`src/rtl/seq_magnitude_comparator_pkg.sv`:
```
// Shared definitions for the digit-serial magnitude comparator: FSM state
// encoding and the width helper for the digit counter.
package seq_magnitude_comparator_pkg;

  typedef enum logic [1:0] {
    CMP_IDLE = 2'd0,
    CMP_RUN  = 2'd1,
    CMP_DONE = 2'd2
  } cmp_state_t;

  function automatic int cmp_clog2(input int value);
    int result;
    result = 0;
    while ((1 << result) < value) result++;
    return result;
  endfunction

endpackage

```
`src/rtl/seq_magnitude_comparator_digit.sv`:
```
// One digit of the magnitude compare: purely combinational gt/lt of two
// DIGIT-bit unsigned slices (equality is implied by neither being set).
module digit_compare #(
  parameter int DIGIT = 4
) (
  input  logic [DIGIT-1:0] x,
  input  logic [DIGIT-1:0] y,
  output logic             gt,
  output logic             lt
);

  always_comb begin
    gt = (x > y);
    lt = (x < y);
  end

endmodule

```
`src/rtl/seq_magnitude_comparator.sv`:
```
// Digit-serial MSB-first magnitude comparator with start/busy/done handshake,
// unsigned or two's-complement operands and optional early exit.
module seq_magnitude_comparator
  import seq_magnitude_comparator_pkg::*;
#(
  parameter int WIDTH      = 16,
  parameter int DIGIT      = 4,
  parameter int EARLY_EXIT = 1
) (
  input  logic             clk,
  input  logic             rst_n,
  input  logic             start,
  input  logic             signed_mode,
  input  logic [WIDTH-1:0] a,
  input  logic [WIDTH-1:0] b,
  output logic             busy,
  output logic             done,
  output logic             g,
  output logic             e,
  output logic             l
);

  localparam int NDIG = WIDTH / DIGIT;
  localparam int CW   = (NDIG > 1) ? cmp_clog2(NDIG) : 1;
  localparam logic [WIDTH-1:0] MSB = {1'b1, {(WIDTH-1){1'b0}}} >> 0;

  if ((WIDTH % DIGIT) != 0 || WIDTH < DIGIT) begin : g_bad_params
    $error("seq_magnitude_comparator: WIDTH must be a non-zero multiple of DIGIT");
  end

  cmp_state_t       state, state_next;
  logic [WIDTH-1:0] sa, sb;
  logic [CW-1:0]    cnt;
  logic             gt_f, lt_f;
  logic             dgt, dlt;
  logic             accept, last, decide;
  logic             gt_now, lt_now;

  digit_compare #(.DIGIT(DIGIT)) u_digit (
    .x  (sa[WIDTH-1 -: DIGIT]),
    .y  (sb[WIDTH-1 -: DIGIT]),
    .gt (dgt),
    .lt (dlt)
  );

  always_comb begin
    accept = start && (state != CMP_RUN);
    last   = (cnt == CW'(NDIG - 1));
    // Once a digit has differed the sticky flags own the result.
    if (gt_f || lt_f) begin
      gt_now = gt_f;
      lt_now = lt_f;
    end else begin
      gt_now = dgt;
      lt_now = dlt;
    end
    decide = last || ((EARLY_EXIT != 0) && (dgt || dlt));
  end

  always_comb begin
    state_next = state;
    case (state)
      CMP_IDLE: if (accept) state_next = CMP_RUN;
      CMP_RUN:  if (decide) state_next = CMP_DONE;
      CMP_DONE: state_next = accept ? CMP_RUN : CMP_IDLE;
      default:  state_next = CMP_IDLE;
    endcase
  end

  always_ff @(posedge clk) begin
    if (!rst_n) state <= CMP_IDLE;
    else        state <= state_next;
  end

  always_ff @(posedge clk) begin
    if (!rst_n) begin
      sa   <= '0;
      sb   <= '0;
      cnt  <= '0;
      gt_f <= 1'b0;
      lt_f <= 1'b0;
      g    <= 1'b0;
      e    <= 1'b0;
      l    <= 1'b0;
    end else if (accept) begin
      // Flipping the sign bit maps two's complement onto offset binary.
      sa   <= a ^ (signed_mode ? MSB : '0);
      sb   <= b ^ (signed_mode ? MSB : '0);
      cnt  <= '0;
      gt_f <= 1'b0;
      lt_f <= 1'b0;
      g    <= 1'b0;
      e    <= 1'b0;
      l    <= 1'b0;
    end else if (state == CMP_RUN) begin
      sa   <= sa << DIGIT;
      sb   <= sb << DIGIT;
      cnt  <= cnt + CW'(1);
      gt_f <= gt_now;
      lt_f <= lt_now;
      if (decide) begin
        g <= gt_now;
        l <= lt_now;
        e <= ~(gt_now | lt_now);
      end
    end
  end

  always_comb begin
    busy = (state == CMP_RUN);
    done = (state == CMP_DONE);
  end

endmodule

```
`config.mk`:
```
export PLATFORM = sky130hd
export DESIGN_NAME = seq_magnitude_comparator
export DESIGN_NICKNAME = d
export VERILOG_FILES = /design/src/rtl/seq_magnitude_comparator_pkg.sv /design/src/rtl/seq_magnitude_comparator_digit.sv /design/src/rtl/seq_magnitude_comparator.sv
export SDC_FILE = /design/constraint.sdc
export NUM_CORES = 1
export LEC_CHECK = 0
export CAP_MARGIN = 10
export CORE_ASPECT_RATIO = 2
export CORE_MARGIN = 2
export CORE_UTILIZATION = 62
export DETAILED_ROUTE_END_ITERATION = 6
export DONT_BUFFER_PORTS = 1
export PLACE_DENSITY = 0.78
export SLEW_MARGIN = 30
export SYNTH_ARGS = -nofsm -noshare
export SYNTH_HDL_FRONTEND = slang
export SYNTH_HIERARCHICAL = 1
export SYNTH_SLANG_ARGS = --single-unit
```
`constraint.sdc`:
```
create_clock -name clk -period 2.44 [get_ports clk]
set_input_delay 0.61 -clock clk [delete_from_list [all_inputs] [get_ports clk]]
set_output_delay 0.61 -clock clk [all_outputs]
set_load 0.005 [all_outputs]
```
== Yosys cells after proc, flatten, opt, wreduce, memory -nomap -nowiden ==
Cells that the tools add are included.

* Register bits: 41
* Latch bits: 0
* Bits in read-only memories: 0
* Memories kept: 0
* Output and inout bits: 5
* Bits in writable memories: 0
* Word-level logic and storage cells: 43
* Input bits: 36

* Shift-type cells: 0
* Mux-type cells: 11
* Bitwise logic cells: 5
* Add/subtract/negate cells: 1
* Multipliers: 0
* Divide/modulo/power cells: 0
* Equal/unequal tests: 6
* Reductions and logical operators: 9
* Magnitude comparators: 2

{| class="wikitable"
|+ Operators with widths
! kind !! count
|-
| $mux 16 || 5
|-
| $xor 16x16->16 || 2
|-
| $pmux 2 s3 || 1
|-
| $eq 2x2->1 const B || 2
|-
| $gt 4x4->1 || 1
|-
| $lt 4x4->1 || 1
|-
| $mux 2 || 2
|-
| $ne 2x1->1 const B || 2
|-
| $reduce_and 2->1 || 2
|-
| $logic_or 1x1->1 || 3
|-
| $mux 1 || 3
|-
| $add 2x1->2 const B || 1
|-
| $eq 2x1->1 const B || 1
|-
| $logic_not 2->1 || 1
|-
| $ne 2x2->1 const B || 1
|-
| $not 1->1 || 2
|-
| $reduce_bool 2->1 || 1
|-
| $reduce_or 2->1 || 1
|-
| $logic_and 1x1->1 || 1
|-
| $or 1x1->1 || 1
|}

== Depth between registers and ports, before layout ==
Gate-level depths: netlist of the first run.

* Depth after elaboration: 5
* Gate-level depth with buffers: 8
* Gate-level depth less buffers: 8

== Hierarchy ==
Netlist of the first run, hierarchy kept.

{| class="wikitable"
|+ By module, submodules not included
! module !! cells each !! sequential area each (um2) !! instances !! area each (um2)
|-
| seq_magnitude_comparator || 180 || 820.8 || 1 || 1823.0
|-
| digit_compare || 15 || 0.0 || 1 || 113.9
|}

== Least setup slack after synthesis of the first run ==
OpenSTA, ideal clock, no wires.

* Kind: register to register
* Start point: register sb[13]
* End point: register g
* Data required time: 2.313 ns
* Library setup time: 0.127 ns
* Arrival time: 1.602 ns
* Buffers on the path: 0
* Cell stages (with the launch flop): 9
* Period minus slack after synthesis: 1.729 ns
* Setup slack: 0.711 ns
* Cell sequence: dfxtp_1 > inv_1 > ha_1 > nor2b_4 > o21bai_1 > a2bb2oi_1 > or3_1 > a21oi_1 > nor3_1

* Cells in the longest elaborated chain, start to end: 4
* Elaborated cells between the ends (all ways): 6
* Classes of those cells: 2 x order compare; 1 x mux; 3 x reduce/logical

{| class="wikitable"
|+ Ends and longest elaborated chain
! what !! RTL line !! RTL
|-
| from (decl) || seq_magnitude_comparator.sv:32 || <nowiki>logic [WIDTH-1:0] sa, sb;</nowiki>
|-
| from (signal assigned) || seq_magnitude_comparator.sv:88 || <nowiki>sb <= b ^ (signed_mode ? MSB : '0);</nowiki>
|-
| from (signal assigned) || seq_magnitude_comparator.sv:97 || <nowiki>sb <= sb << DIGIT;</nowiki>
|-
| $gt 4x4->1 (*) || seq_magnitude_comparator_digit.sv:13 || <nowiki>gt = (x > y);</nowiki>
|-
| named net dgt || seq_magnitude_comparator.sv:35 || <nowiki>logic dgt, dlt;</nowiki>
|-
| $logic_or 1x1->1 (2 in a row) || seq_magnitude_comparator.sv:57 || <nowiki>decide = last || ((EARLY_EXIT != 0) && (dgt || dlt));</nowiki>
|-
| $reduce_and 2->1 (no line) || n/a ||
|-
| to (signal assigned) || seq_magnitude_comparator.sv:102 || <nowiki>g <= gt_now;</nowiki>
|-
| to (decl) || seq_magnitude_comparator.sv:18 || <nowiki>output logic g,</nowiki>
|}

The timed path passes the listed nets; every way through them passes the cells marked *.
A chain may end at the register's enable or synchronous reset.

== Worst setup path after layout of the first run ==
* Start point: register sb[13]
* End point: register l

* Cells in the longest elaborated chain, start to end: 4
* Elaborated cells between the ends (all ways): 6
* Classes of those cells: 2 x order compare; 1 x mux; 3 x reduce/logical

{| class="wikitable"
|+ Ends and longest elaborated chain
! what !! RTL line !! RTL
|-
| $gt 4x4->1 || seq_magnitude_comparator_digit.sv:13 ||
|-
| named net dgt || seq_magnitude_comparator.sv:35 ||
|-
| $logic_or 1x1->1 (2 in a row) || seq_magnitude_comparator.sv:57 ||
|-
| $reduce_and 2->1 (no line) || n/a ||
|-
| to (signal assigned) || seq_magnitude_comparator.sv:103 || <nowiki>l <= lt_now;</nowiki>
|-
| to (decl) || seq_magnitude_comparator.sv:20 || <nowiki>output logic l</nowiki>
|}

The timed path passes the listed nets, and every way through them passes these cells.

==> results of run 1 <==
[worst max-delay path, cell delays in order, from the launching register on]
cell	delay [ps]
sky130_fd_sc_hd__dfxtp_1	330
sky130_fd_sc_hd__inv_1	50
sky130_fd_sc_hd__ha_1	310
sky130_fd_sc_hd__nor2b_4	130
sky130_fd_sc_hd__o21bai_1	180
sky130_fd_sc_hd__a2bb2oi_1	170
sky130_fd_sc_hd__or3_1	440
sky130_fd_sc_hd__a21oi_1	200
sky130_fd_sc_hd__nor3_1	60
[metal layers]
metal / up-vias / GRT usage, % / wire length, um
li1: 674 / - / -
met1: 638 / 22.7 / 1330
met2: 39 / 36.6 / 2000
met3: 14 / 5.65 / 168
met4: 0 / 13.2 / 140
met5: - / 0 / 0
[registers in the layout (all words and copies together), names as in the netlist]
| register | count |
|---|---|
| gt_f | 1 |
| g | 1 |
| sa | 16 |
| l | 1 |
| state | 2 |
| e | 1 |
| sb | 16 |
| lt_f | 1 |
| cnt | 2 |
[cell usage in the layout (no fill, tap or decap), drive strengths merged, types with 2 or more instances in the layout]
cell type	synthesis	layout
or2	2	2
clkbuf	1	7
inv	6	6
nor3	3	3
o2111ai	2	2
and2	2	2
o21ai	2	2
nand3	2	2
ha	5	5
xor2	2	2
dfxtp	41	41
nor2	11	11
o211a	22	22
nand2	30	30
nor2b	3	3
mux2i	30	30
a21oi	7	7
[through the flow]
step | cells | hold slack (ps) | worst slack (ps) | util, %
6_report | 220 | 448 | 447 | 66.5
4_1_cts | 220 | 438 | 471 | 66.5
3_3_place_gp | 213 | 444 | 648 | 63.6
3_5_place_dp | 213 | 452 | 485 | 63.6
5_1_grt | 220 | 438 | 226 | 66.5
2_1_floorplan | 195 | 433 | 711 | -
[worst max-delay path by stage]
| stage | from | to | slack, ps | cells after the start |
|---|---|---|---|---|
| 2_1_floorplan | sb[13] | g | 710 | 8 |
| 3_3_place_gp | sb[13] | l | 650 | 8 |
| 3_5_place_dp | sb[13] | l | 490 | 8 |
| 4_1_cts | sb[13] | l | 470 | 8 |
| 5_1_grt | sb[15] | l | 230 | 8 |
| 6_report | sb[13] | l | 450 | 8 |
[cell usage after synthesis (2+ instances only)]
master and n:
sky130_fd_sc_hd__nand2_1 29, sky130_fd_sc_hd__mux2i_1 30, sky130_fd_sc_hd__buf_2 6, sky130_fd_sc_hd__buf_4 3
sky130_fd_sc_hd__dfxtp_1 41, sky130_fd_sc_hd__xor2_1 2, sky130_fd_sc_hd__nor2b_1 2, sky130_fd_sc_hd__or2_2 2
sky130_fd_sc_hd__o2111ai_1 2, sky130_fd_sc_hd__buf_6 3, sky130_fd_sc_hd__a21oi_1 7, sky130_fd_sc_hd__nand3_1 2
sky130_fd_sc_hd__inv_1 6, sky130_fd_sc_hd__ha_1 5, sky130_fd_sc_hd__nor2_1 11, sky130_fd_sc_hd__and2_1 2
sky130_fd_sc_hd__nor3_1 3, sky130_fd_sc_hd__o211a_1 22
[power breakdown]
part           internal (mW)  total (mW)  switching [mW]  leakage [nW]
combinational          0.137       0.291           0.153         0.672
clock                  0.224       0.434           0.210        0.0443
sequential             0.735       0.775          0.0398         0.338
total                   1.10        1.50           0.402          1.05
[area by class of cell]
type,instances,area [um^2]
inverter,7,31.3
sequential,41,821
fill,244,997
tap,30,37.5
clock buffer,7,86.3
multi-input combinational,134,997
timing repair buffer,1,7.51
[kinds of logic (layout without fill, tap and decap cells)]
family                   Yosys count  count (layout)  synth area share (%)
buffers and inverters             20              15                  6.27
XOR/XNOR                           3               3                  1.36
multiplexers                      30              30                  15.5
AND/OR/NAND/NOR                   59              59                  14.1
flip-flops                        41              41                  42.4
AO/OA/AOI/OAI                     37              37                  17.1
adder cells (fa/ha/maj)            5               5                  3.23
==> flow_summary.html, run 1 <==
<table>
<tr><th>Metric</th><th>Value</th></tr>
<tr><th colspan="2">Outcome</th></tr>
<tr><td>Result of the run</td><td>completed</td></tr>
<tr><th colspan="2">Detailed routing</th></tr>
<tr><td>Number of DRC violations after detailed-routing iteration 0</td><td>14</td></tr>
<tr><td>Detailed-route via count</td><td>1365</td></tr>
<tr><td>Antenna-violating nets left</td><td>0</td></tr>
<tr><td># DRC</td><td>0</td></tr>
<tr><td>Detailed-router iteration count before antenna repair</td><td>4</td></tr>
<tr><td>Wire per inst</td><td>16.5 um</td></tr>
<tr><td>Aggregate routed wire length</td><td>3630 um</td></tr>
<tr><td>Via-per-instance ratio</td><td>6.20</td></tr>
<tr><th colspan="2">Logic synthesis</th></tr>
<tr><td>Syn. warnings</td><td>6</td></tr>
<tr><td>Gate count after technology mapping</td><td>195</td></tr>
<tr><td>Register bit count reported by yosys</td><td>41</td></tr>
<tr><td>Sequential fraction of the synthesis area</td><td>42.4%</td></tr>
<tr><td>Syn Area/Cell</td><td>9.93 um^2</td></tr>
<tr><td>Cell type with the highest aggregate area in the netlist</td><td>sky130_fd_sc_hd__dfxtp_1</td></tr>
<tr><td>Share of Yosys cell area claimed by the top area cell type</td><td>42.4%</td></tr>
<tr><td>Asr flop ratio synth</td><td>0%</td></tr>
<tr><td>Number of distinct library cells after synthesis</td><td>35</td></tr>
<tr><td>Synthesized cell area</td><td>1940 um^2</td></tr>
<tr><td>Leading register cell type out of synthesis</td><td>sky130_fd_sc_hd__dfxtp_1</td></tr>
<tr><td>Net count of the mapped netlist</td><td>236</td></tr>
<tr><td>Top cells by area, synth</td><td>sky130_fd_sc_hd__dfxtp_1 (42%), sky130_fd_sc_hd__mux2i_1 (16%), sky130_fd_sc_hd__o211a_1 (11%)</td></tr>
<tr><td>Number of flops mapped to enable cells by yosys</td><td>0</td></tr>
<tr><th colspan="2">Layout</th></tr>
<tr><td>Layout overhead on the synthesized area</td><td>2.26%</td></tr>
<tr><td>Area of all placed cells without fillers</td><td>1980 um^2</td></tr>
<tr><td>Diodes inserted</td><td>0</td></tr>
<tr><td>Share of final-layout standard cells stronger than drive strength 1</td><td>7.89%</td></tr>
<tr><td>Nets@finish</td><td>231</td></tr>
<tr><th colspan="2">Worst setup path</th></tr>
<tr><td>Count of cells along the worst register-to-register path</td><td>8</td></tr>
<tr><td>Maximum fanout along the worst path</td><td>5</td></tr>
<tr><td>Worst Path Arrival</td><td>2160 ps</td></tr>
<tr><td>Startpoint of the worst-slack reg-to-reg timing path</td><td>sb[13]</td></tr>
<tr><td>Worst path required time</td><td>2610 ps</td></tr>
<tr><td>Category of the critical setup timing path</td><td>reg2reg</td></tr>
<tr><td>Critical Path Start Type</td><td>register</td></tr>
<tr><td>FF-to-FF End</td><td>l</td></tr>
<tr><td>Flop-to-flop setup slack</td><td>450 ps</td></tr>
<tr><td>Critical path endpoint category</td><td>register</td></tr>
<tr><th colspan="2">CTS</th></tr>
<tr><td>Number of buffers inserted by post-CTS setup repair</td><td>0</td></tr>
<tr><td>Count of instances resized after the clock tree is built</td><td>0</td></tr>
<tr><td>Total clock buffers created by CTS</td><td>5</td></tr>
<tr><td>Root buffer cell</td><td>sky130_fd_sc_hd__clkbuf_8</td></tr>
<tr><td>Clock latency on the worst-skew pair</td><td>290 ps</td></tr>
<tr><td>CTS tree</td><td>built</td></tr>
<tr><td>Number of buffers inserted by hold repair at cts</td><td>0</td></tr>
<tr><td>Maximum root-to-sink buffer count</td><td>2</td></tr>
<tr><td>CTS H-tree depth</td><td>2</td></tr>
<tr><td>Clk sinks</td><td>41</td></tr>
<tr><td>Clock-pin transition on the worst setup and hold timing paths</td><td>70 ps</td></tr>
<tr><th colspan="2">Min path</th></tr>
<tr><td>Startpoint of the tightest hold check path</td><td>rst_n</td></tr>
<tr><td>HP Class</td><td>in2reg</td></tr>
<tr><td>Hold-critical path endpoint</td><td>state[0]</td></tr>
<tr><td>Count of cells along the worst hold path</td><td>1</td></tr>
<tr><th colspan="2">Placed design</th></tr>
<tr><td>Last weighted congestion value of the routability-driven placer</td><td>0.870</td></tr>
<tr><td>Placed wire-length estimate</td><td>2670 um</td></tr>
<tr><td>I/O Buffers</td><td>0</td></tr>
<tr><td>Post-detailed-placement cell area</td><td>1890 um^2</td></tr>
<tr><th colspan="2">Floorplan</th></tr>
<tr><td>Starting density of the core</td><td>65.0%</td></tr>
<tr><td>Width of the die</td><td>43.5 um</td></tr>
<tr><td>IO Count</td><td>41</td></tr>
<tr><td>Die Area</td><td>3610 um^2</td></tr>
<tr><td>Site row count</td><td>28</td></tr>
<tr><td>Area inside the core boundary</td><td>2980 um^2</td></tr>
<tr><td>Height of the chip</td><td>83.0 um</td></tr>
<tr><th colspan="2">Timing</th></tr>
<tr><td>Peak clock frequency supported by timing</td><td>502 MHz</td></tr>
<tr><td>Setup Skew</td><td>3.53 ps</td></tr>
<tr><td>Post-layout minimum cycle time</td><td>1990 ps</td></tr>
<tr><td>Number of hold violations in the final report</td><td>0</td></tr>
<tr><td>Share of the cycle needed by the critical path after routing</td><td>81.7%</td></tr>
<tr><td>Worst slew margin relative to its limit</td><td>68.9%</td></tr>
<tr><td>Unrepaired setup endpoints after global routing</td><td>no</td></tr>
<tr><td>Worst-Margin Slew</td><td>463 ps</td></tr>
<tr><td>Final number of setup-violating endpoints</td><td>0</td></tr>
<tr><td>Fin Setup TNS</td><td>0 ps</td></tr>
<tr><td>Max-slew violation total from the final report</td><td>0</td></tr>
<tr><th colspan="2">Power and ir drop</th></tr>
<tr><td>Leakage</td><td>1.05 nW</td></tr>
<tr><td>PwrDens</td><td>757 nW/um^2</td></tr>
<tr><td>VDD IR-drop max</td><td>0.560 mV</td></tr>
<tr><td>Post-layout power</td><td>1.50 mW</td></tr>
<tr><th colspan="2">Global route</th></tr>
<tr><td>Number of antenna violations at the first check in global routing</td><td>0</td></tr>
<tr><td>Largest net degree at the start of global routing</td><td>36</td></tr>
<tr><td>Via count of the first global-routing pass</td><td>1379</td></tr>
<tr><td>GRT Resource Usage Total</td><td>21.7%</td></tr>
<tr><td>Overflow left after global routing</td><td>0</td></tr>
<tr><td>Wire length of the first global-routing pass</td><td>6020 um</td></tr>
<tr><th colspan="2">Run</th></tr>
<tr><td>Max-Cap Viols</td><td>0</td></tr>
</table>
No activity file was read; power rests on OpenSTA's default activity.
==> run 2, diff against run 1 <==
Settings changed: CORE_UTILIZATION 62 to 56, PLACE_DENSITY 0.78 to 0.74.
Clock period 2.44 ns to 1.66 ns, I/O delays scaled along.
==> run 2 against run 1 <==
The flow now finishes with violations (negative setup slack). Sequential cell count did not move. Cell count rose by 4.1%. Worst hold slack got worse by 200 ps. Count of clock-buffer cells in the layout fell by 2. Worst setup slack worse by 580 ps. Wire length rose by 8.1%. Power rose by 70%. Sequential share of layout area decreased by 3.5 points.
==> flow_summary.html, run 2 (synthesis gave the netlist of run 1 again) <==
<table>
<tr><th>Metric</th><th>Value</th></tr>
<tr><th colspan="2">Power and ir drop</th></tr>
<tr><td>Post-layout power</td><td>2.55 mW (was 1.50 mW)</td></tr>
<tr><td>VDD IR-drop max</td><td>0.885 mV (was 0.560 mV)</td></tr>
<tr><td>Leakage</td><td>1.11 nW (was 1.05 nW)</td></tr>
<tr><td>PwrDens</td><td>1170 nW/um^2 (was 757 nW/um^2)</td></tr>
<tr><th colspan="2">Floorplan</th></tr>
<tr><td>Height of the chip</td><td>87.2 um (was 83.0 um)</td></tr>
<tr><td>Die Area</td><td>3970 um^2 (was 3610 um^2)</td></tr>
<tr><td>Starting density of the core</td><td>58.0% (was 65.0%)</td></tr>
<tr><td>Site row count</td><td>30 (was 28)</td></tr>
<tr><td>Area inside the core boundary</td><td>3340 um^2 (was 2980 um^2)</td></tr>
<tr><td>IO Count</td><td>41 (unchanged)</td></tr>
<tr><td>Width of the die</td><td>45.6 um (was 43.5 um)</td></tr>
<tr><th colspan="2">Detailed routing</th></tr>
<tr><td># DRC</td><td>0 (unchanged)</td></tr>
<tr><td>Detailed-router iteration count before antenna repair</td><td>4 (unchanged)</td></tr>
<tr><td>Wire per inst</td><td>17.1 um (was 16.5 um)</td></tr>
<tr><td>Detailed-route via count</td><td>1374 (was 1365)</td></tr>
<tr><td>Via-per-instance ratio</td><td>6.00 (was 6.20)</td></tr>
<tr><td>Aggregate routed wire length</td><td>3930 um (was 3630 um)</td></tr>
<tr><td>Antenna-violating nets left</td><td>0 (unchanged)</td></tr>
<tr><td>Number of DRC violations after detailed-routing iteration 0</td><td>21 (was 14)</td></tr>
<tr><th colspan="2">Worst setup path</th></tr>
<tr><td>Crit-path leading delay family</td><td>simple AND/OR/NAND/NOR gates (unchanged)</td></tr>
<tr><td>Critical path endpoint category</td><td>register (unchanged)</td></tr>
<tr><td>Worst path required time</td><td>1830 ps (was 2610 ps)</td></tr>
<tr><td>Maximum fanout along the worst path</td><td>4 (was 5)</td></tr>
<tr><td>Critical Path Start Type</td><td>register (unchanged)</td></tr>
<tr><td>Combined buffer and inverter count along the critical path</td><td>1 (unchanged)</td></tr>
<tr><td>Cell Chain, Critical Path</td><td>inv_1, ha_4, nand2_2, o21bai_4, and2_4, or3_4, a21oi_2, nor3_2 (was inv_1, ha_1, nor2b_4, o21bai_1, a2bb2oi_1, or3_1, a21oi_1, nor3_1)</td></tr>
<tr><td>Biggest cell delay along the critical path</td><td>420 ps (was 440 ps)</td></tr>
<tr><td>Worst Path Arrival</td><td>1970 ps (was 2160 ps)</td></tr>
<tr><td>Category of the critical setup timing path</td><td>reg2reg (unchanged)</td></tr>
<tr><td>Origin of the worst setup path</td><td>sb[15] (was sb[13])</td></tr>
<tr><td>FF-to-FF End</td><td>g (was l)</td></tr>
<tr><td>Startpoint of the worst-slack reg-to-reg timing path</td><td>sb[15] (was sb[13])</td></tr>
<tr><td>Count of cells along the worst register-to-register path</td><td>8 (unchanged)</td></tr>
<tr><td>Worst setup endpoint</td><td>g (was l)</td></tr>
<tr><td>Flop-to-flop setup slack</td><td>-140 ps (was 450 ps)</td></tr>
<tr><td>Number of cells on the critical path</td><td>8 (unchanged)</td></tr>
<tr><td>Slowest cell on the critical path</td><td>sky130_fd_sc_hd__or3_4 (was sky130_fd_sc_hd__or3_1)</td></tr>
<tr><th colspan="2">Layout</th></tr>
<tr><td>Commonest cells after routing, fill and taps aside</td><td>sky130_fd_sc_hd__dfxtp_1 (37), sky130_fd_sc_hd__mux2i_1 (30), sky130_fd_sc_hd__nand2_1 (28) (was sky130_fd_sc_hd__dfxtp_1 (41), sky130_fd_sc_hd__mux2i_1 (30), sky130_fd_sc_hd__nand2_1 (29))</td></tr>
<tr><td>Diodes inserted</td><td>0 (unchanged)</td></tr>
<tr><td>Most common library cell in the layout ignoring fill and taps</td><td>sky130_fd_sc_hd__dfxtp_1 (unchanged)</td></tr>
<tr><td>Number of filler cells placed in the layout</td><td>265 (was 244)</td></tr>
<tr><td>Nets@finish</td><td>238 (was 231)</td></tr>
<tr><td>Register cell area after layout</td><td>826 um^2 (was 821 um^2)</td></tr>
<tr><td>Registers with the highest flip-flop counts</td><td>sa (16), sb (16) (unchanged)</td></tr>
<tr><td>Area of all placed cells without fillers</td><td>2180 um^2 (was 1980 um^2)</td></tr>
<tr><td>Layout overhead on the synthesized area</td><td>12.4% (was 2.26%)</td></tr>
<tr><td>Final cell utilization of the core</td><td>65.2% (was 66.5%)</td></tr>
<tr><td>Share of final-layout standard cells stronger than drive strength 1</td><td>22.3% (was 7.89%)</td></tr>
<tr><td>Multi-input gate area</td><td>1120 um^2 (was 997 um^2)</td></tr>
<tr><th colspan="2">Global route</th></tr>
<tr><td>Overflow left after global routing</td><td>0 (unchanged)</td></tr>
<tr><td>Wire length of the first global-routing pass</td><td>6100 um (was 6020 um)</td></tr>
<tr><td>Number of antenna violations at the first check in global routing</td><td>0 (unchanged)</td></tr>
<tr><td>GRT Resource Usage Total</td><td>21.4% (was 21.7%)</td></tr>
<tr><td>Via count of the first global-routing pass</td><td>1359 (was 1379)</td></tr>
<tr><td>Largest net degree at the start of global routing</td><td>34 (was 36)</td></tr>
<tr><th colspan="2">Timing</th></tr>
<tr><td>Share of the cycle needed by the critical path after routing</td><td>108% (was 81.7%)</td></tr>
<tr><td>Peak clock frequency supported by timing</td><td>557 MHz (was 502 MHz)</td></tr>
<tr><td>Worst Slack Setup Final</td><td>-135 ps (was 447 ps)</td></tr>
<tr><td>Max-slew violation total from the final report</td><td>0 (unchanged)</td></tr>
<tr><td>Unrepaired setup endpoints after global routing</td><td>yes (was no)</td></tr>
<tr><td>Setup Skew</td><td>6.14 ps (was 3.53 ps)</td></tr>
<tr><td>Worst-Margin Slew</td><td>335 ps (was 463 ps)</td></tr>
<tr><td>Worst slew margin relative to its limit</td><td>77.6% (was 68.9%)</td></tr>
<tr><td>Final number of setup-violating endpoints</td><td>5 (was 0)</td></tr>
<tr><td>Post-layout minimum cycle time</td><td>1800 ps (was 1990 ps)</td></tr>
<tr><td>Minimum hold slack</td><td>244 ps (was 448 ps)</td></tr>
<tr><td>Number of hold violations in the final report</td><td>0 (unchanged)</td></tr>
<tr><th colspan="2">CTS</th></tr>
<tr><td>Number of buffers inserted by hold repair at cts</td><td>0 (unchanged)</td></tr>
<tr><td>Root buffer cell</td><td>sky130_fd_sc_hd__clkbuf_8 (unchanged)</td></tr>
<tr><td>Maximum root-to-sink buffer count</td><td>2 (unchanged)</td></tr>
<tr><td>Total clock buffers created by CTS</td><td>5 (unchanged)</td></tr>
<tr><td>Clock-pin transition on the worst setup and hold timing paths</td><td>80 ps (was 70 ps)</td></tr>
<tr><td>Clock latency on the worst-skew pair</td><td>290 ps (about the same)</td></tr>
<tr><td>CTS H-tree depth</td><td>2 (unchanged)</td></tr>
<tr><td>CTS tree</td><td>built (unchanged)</td></tr>
<tr><td>Clk sinks</td><td>41 (unchanged)</td></tr>
<tr><th colspan="2">Outcome</th></tr>
<tr><td>Result of the run</td><td>finished, violations left (was completed)</td></tr>
<tr><td>Violations in the final reports</td><td>negative setup slack</td></tr>
<tr><th colspan="2">Placed design</th></tr>
<tr><td>I/O Buffers</td><td>0 (unchanged)</td></tr>
<tr><td>Placed wire-length estimate</td><td>2690 um (was 2670 um)</td></tr>
<tr><td>Post-detailed-placement cell area</td><td>1940 um^2 (was 1890 um^2)</td></tr>
<tr><td>Last weighted congestion value of the routability-driven placer</td><td>0.833 (was 0.870)</td></tr>
<tr><th colspan="2">Min path</th></tr>
<tr><td>HP Class</td><td>in2reg (unchanged)</td></tr>
<tr><th colspan="2">Run</th></tr>
<tr><td>Max-Cap Viols</td><td>0 (unchanged)</td></tr>
</table>
## run 2: changes by cell type in the layout (fill, tap and decap cells not counted), sizes merged
cell,before,now
clkbuf,7,5
clkinv,1,2
buf,1,8
bufinv,0,1
## run 2: worst min path at each step
stage	startpoint	end	cells past startpoint
2_1_floorplan	sa[11]	sa[15]	2
3_5_place_dp	sa[11]	sa[15]	2
3_3_place_gp	sa[11]	sa[15]	2
4_1_cts	rst_n	sb[14]	1
6_report	rst_n	sb[11]	1
5_1_grt	rst_n	sb[14]	1
## run 2: stage by stage
stage / setup slack [ps] / setup TNS [ps] / instances
finish: -135 / -512 / 229
global placement: -71.3 / -227 / 219
detailed placement: -200 / -769 / 219
floorplan: -36.1 / -83.8 / 195
CTS: -58.1 / -213 / 227
global route: -198 / -811 / 229
## run 2: timing repair
| item | CTS | global route |
|---|---|---|
| setup endpoints to repair | 5 | 5 |
| resized for setup | 15 | 6 |
| gates cloned | 0 | 0 |
| pin swaps | 9 | 9 |
| buffers inserted | 1 | 2 |
## run 2: layout make-up
type / count / area share [%]
tap: 32 / 1.84
inverter: 7 / 1.44
clock inverter: 2 / 1.61
sequential: 41 / 37.9
timing repair buffer: 8 / 2.76
clock buffer: 5 / 3.16
multi-input combinational: 134 / 51.3
## run 2: routing by layer
layer	track usage (%)	vias to the layer above	part of all wire, %
li1	-	690	-
met1	22.5	642	36
met2	37.0	34	56
met3	6.85	8	6.1
met4	8.82	0	2.0
met5	0	-	0
## run 2: power breakdown
part	internal [mW]	total, mW	switching [mW]
clock network	0.437	0.768	0.331
logic	0.333	0.642	0.309
registers	1.08	1.15	0.0629
==> run 3, diff against run 2 <==
Settings changed: CORE_MARGIN 2 to not set, GPL_ROUTABILITY_DRIVEN set to 0.
==> run 3 against run 2 <==
The flow finishes with violations (design-rule violations, negative setup slack). Register-to-register slack improved by 20 ps. Global-route usage up 2.0 points. Combinational power down 8.1%. Sequential share of layout area fell by 0.12 points. Non-clock buffer count shrank 4. Count of clock-buffer cells in the layout did not move. Sequential power hardly changed. Highest routed layer unchanged. Worst setup slack better by 23 ps.
==> flow_summary.html, run 3 (synthesis gave the netlist of run 1 again) <==
<table>
<tr><th>Metric</th><th>Value</th></tr>
<tr><th colspan="2">Outcome</th></tr>
<tr><td>Result of the run</td><td>finished, violations left (unchanged)</td></tr>
<tr><td>Violations in the final reports</td><td>design-rule violations, negative setup slack (was negative setup slack)</td></tr>
<tr><th colspan="2">Worst setup path</th></tr>
<tr><td>Maximum fanout along the worst path</td><td>4 (unchanged)</td></tr>
<tr><td>Worst path required time</td><td>1840 ps (was 1830 ps)</td></tr>
<tr><td>Worst Path Arrival</td><td>1950 ps (was 1970 ps)</td></tr>
<tr><td>Critical Path Start Type</td><td>register (unchanged)</td></tr>
<tr><td>Cell Chain, Critical Path</td><td>inv_2, ha_4, nor2b_4, o21bai_4, and2_4, or3_4, a21oi_4, nor3_2 (was inv_1, ha_4, nand2_2, o21bai_4, and2_4, or3_4, a21oi_2, nor3_2)</td></tr>
<tr><td>Category of the critical setup timing path</td><td>reg2reg (unchanged)</td></tr>
<tr><td>Slowest cell on the critical path</td><td>sky130_fd_sc_hd__or3_4 (unchanged)</td></tr>
<tr><td>Critical path endpoint category</td><td>register (unchanged)</td></tr>
<tr><td>Biggest cell delay along the critical path</td><td>410 ps (was 420 ps)</td></tr>
<tr><th colspan="2">CTS</th></tr>
<tr><td>Clk sinks</td><td>41 (unchanged)</td></tr>
<tr><td>Total clock buffers created by CTS</td><td>5 (unchanged)</td></tr>
<tr><td>Number of buffers inserted by post-CTS setup repair</td><td>0 (was 1)</td></tr>
<tr><td>Root buffer cell</td><td>sky130_fd_sc_hd__clkbuf_8 (unchanged)</td></tr>
<tr><td>Clock-pin transition on the worst setup and hold timing paths</td><td>80 ps (about the same)</td></tr>
<tr><td>Number of buffers inserted by hold repair at cts</td><td>0 (unchanged)</td></tr>
<tr><td>CTS H-tree depth</td><td>2 (unchanged)</td></tr>
<tr><td>Clock latency on the worst-skew pair</td><td>290 ps (about the same)</td></tr>
<tr><td>Maximum root-to-sink buffer count</td><td>2 (unchanged)</td></tr>
<tr><td>CTS tree</td><td>built (unchanged)</td></tr>
<tr><th colspan="2">Floorplan</th></tr>
<tr><td>Starting density of the core</td><td>60.0% (was 58.0%)</td></tr>
<tr><td>Width of the die</td><td>43.6 um (was 45.6 um)</td></tr>
<tr><td>Area inside the core boundary</td><td>3230 um^2 (was 3340 um^2)</td></tr>
<tr><td>Height of the chip</td><td>85.2 um (was 87.2 um)</td></tr>
<tr><td>IO Count</td><td>41 (unchanged)</td></tr>
<tr><td>Die Area</td><td>3710 um^2 (was 3970 um^2)</td></tr>
<tr><td>Site row count</td><td>29 (was 30)</td></tr>
<tr><th colspan="2">Timing</th></tr>
<tr><td>Worst Slack Setup Final</td><td>-112 ps (was -135 ps)</td></tr>
<tr><td>Final number of setup-violating endpoints</td><td>5 (unchanged)</td></tr>
<tr><td>Post-layout minimum cycle time</td><td>1770 ps (was 1800 ps)</td></tr>
<tr><td>Unrepaired setup endpoints after global routing</td><td>yes (unchanged)</td></tr>
<tr><td>Number of hold violations in the final report</td><td>0 (unchanged)</td></tr>
<tr><td>Share of the cycle needed by the critical path after routing</td><td>107% (was 108%)</td></tr>
<tr><td>Fin Setup TNS</td><td>-389 ps (was -512 ps)</td></tr>
<tr><td>Worst slew margin relative to its limit</td><td>75.2% (was 77.6%)</td></tr>
<tr><td>Max-slew violation total from the final report</td><td>0 (unchanged)</td></tr>
<tr><td>Setup Skew</td><td>4.40 ps (was 6.14 ps)</td></tr>
<tr><td>Peak clock frequency supported by timing</td><td>564 MHz (was 557 MHz)</td></tr>
<tr><td>Worst-Margin Slew</td><td>369 ps (was 335 ps)</td></tr>
<tr><th colspan="2">Detailed routing</th></tr>
<tr><td>Wire per inst</td><td>17.6 um (was 17.1 um)</td></tr>
<tr><td>Aggregate routed wire length</td><td>3960 um (was 3930 um)</td></tr>
<tr><td># DRC</td><td>1 (was 0)</td></tr>
<tr><td>Number of DRC violations after detailed-routing iteration 0</td><td>14 (was 21)</td></tr>
<tr><td>Detailed-route via count</td><td>1362 (was 1374)</td></tr>
<tr><td>Antenna-violating nets left</td><td>0 (unchanged)</td></tr>
<tr><td>Detailed-router iteration count before antenna repair</td><td>6 (was 4)</td></tr>
<tr><td>Via-per-instance ratio</td><td>6.05 (was 6.00)</td></tr>
<tr><th colspan="2">Layout</th></tr>
<tr><td>Commonest cells after routing, fill and taps aside</td><td>sky130_fd_sc_hd__dfxtp_1 (38), sky130_fd_sc_hd__mux2i_1 (30), sky130_fd_sc_hd__nand2_1 (28) (was sky130_fd_sc_hd__dfxtp_1 (37), sky130_fd_sc_hd__mux2i_1 (30), sky130_fd_sc_hd__nand2_1 (28))</td></tr>
<tr><td>Diodes inserted</td><td>0 (unchanged)</td></tr>
<tr><td>Most common library cell in the layout ignoring fill and taps</td><td>sky130_fd_sc_hd__dfxtp_1 (unchanged)</td></tr>
<tr><td>Registers with the highest flip-flop counts</td><td>sa (16), sb (16) (unchanged)</td></tr>
<tr><td>Area of all placed cells without fillers</td><td>2180 um^2 (about the same)</td></tr>
<tr><td>Nets@finish</td><td>234 (was 238)</td></tr>
<tr><td>Layout overhead on the synthesized area</td><td>12.6% (was 12.4%)</td></tr>
<tr><td>Non-filler cells in the finished layout</td><td>225 (was 229)</td></tr>
<tr><td>Share of final-layout standard cells stronger than drive strength 1</td><td>20.1% (was 22.3%)</td></tr>
<tr><th colspan="2">Global route</th></tr>
<tr><td>Largest net degree at the start of global routing</td><td>37 (was 34)</td></tr>
<tr><td>Number of antenna violations at the first check in global routing</td><td>0 (unchanged)</td></tr>
<tr><td>Overflow left after global routing</td><td>0 (unchanged)</td></tr>
<tr><td>GRT Resource Usage Total</td><td>23.4% (was 21.4%)</td></tr>
<tr><td>Via count of the first global-routing pass</td><td>1384 (was 1359)</td></tr>
<tr><td>Wire length of the first global-routing pass</td><td>6460 um (was 6100 um)</td></tr>
<tr><th colspan="2">Placed design</th></tr>
<tr><td>I/O Buffers</td><td>0 (unchanged)</td></tr>
<tr><td>Post-detailed-placement cell area</td><td>1940 um^2 (about the same)</td></tr>
<tr><td>Placed wire-length estimate</td><td>2800 um (was 2690 um)</td></tr>
<tr><td>Number of placed cells counting well taps</td><td>217 (was 219)</td></tr>
<tr><th colspan="2">Power and ir drop</th></tr>
<tr><td>VDD IR-drop max</td><td>0.990 mV (was 0.885 mV)</td></tr>
<tr><td>PwrDens</td><td>1230 nW/um^2 (was 1170 nW/um^2)</td></tr>
<tr><td>Leakage</td><td>1.11 nW (about the same)</td></tr>
<tr><td>Post-layout power</td><td>2.68 mW (was 2.55 mW)</td></tr>
<tr><th colspan="2">Min path</th></tr>
<tr><td>HP Class</td><td>in2reg (unchanged)</td></tr>
<tr><th colspan="2">Run</th></tr>
<tr><td>Max-Cap Viols</td><td>0 (unchanged)</td></tr>
</table>
-- run 3: stage by stage --
step | utilization (%) | worst slack [ps] | hold WS [ps]
final | 67.5 | -112 | 246
after global routing | 67.5 | -174 | 232
after CTS | 66.6 | -96.3 | 236
after detailed placement | 60.2 | -235 | 456
after global placement | 60.2 | -46.1 | 443
after floorplan | - | -36.1 | 433
-- run 3: final cells by class --
class                      count  area [um^2]
tap                           31         38.8
multi-input combinational    134         1110
sequential                    41          825
clock buffer                   5         68.8
clock inverter                 3         65.1
fill                         262         1050
inverter                       7         31.3
timing repair buffer           4         42.5
-- run 3: path summary, 6_finish.rpt --
check	startpoint	end	slack, ps	depth (start not counted)
setup / recovery	sb[13]	g	-110	8
setup reg to reg	sb[13]	g	-110	8
hold reg to reg	sa[11]	sa[15]	460	2
hold / removal	rst_n	state[0]	250	1
-- run 3: what timing repair did --
item                                    4_1_cts  5_1_grt
pin swaps                                     8        0
endpoints found under the setup margin        6        5
resized for setup                            14        4
-- run 3: power by group --
| group | internal, mW | switching [mW] |
|---|---|---|
| combinational | 0.299 | 0.292 |
| clock | 0.597 | 0.347 |
| sequential | 1.08 | 0.0642 |
| total | 1.98 | 0.703 |
-- run 3: per-layer routing --
layer	vias up	routed length, um	GRT usage (%)
met1	635	1420	24.6
li1	679	-	-
met4	0	117	11.1
met2	36	2260	41.8
met3	12	162	5.11
met5	-	0	0
-- run 3: worst max-delay path: cells and delay by family, from the launching register on --
family | cells | cell delay (ps)
buffers and inverters | 1 | 40
AOI/OAI and AO/OA | 2 | 240
and+or+nand+nor | 4 | 790
adders and majority gates | 1 | 260
DFF | 1 | 340
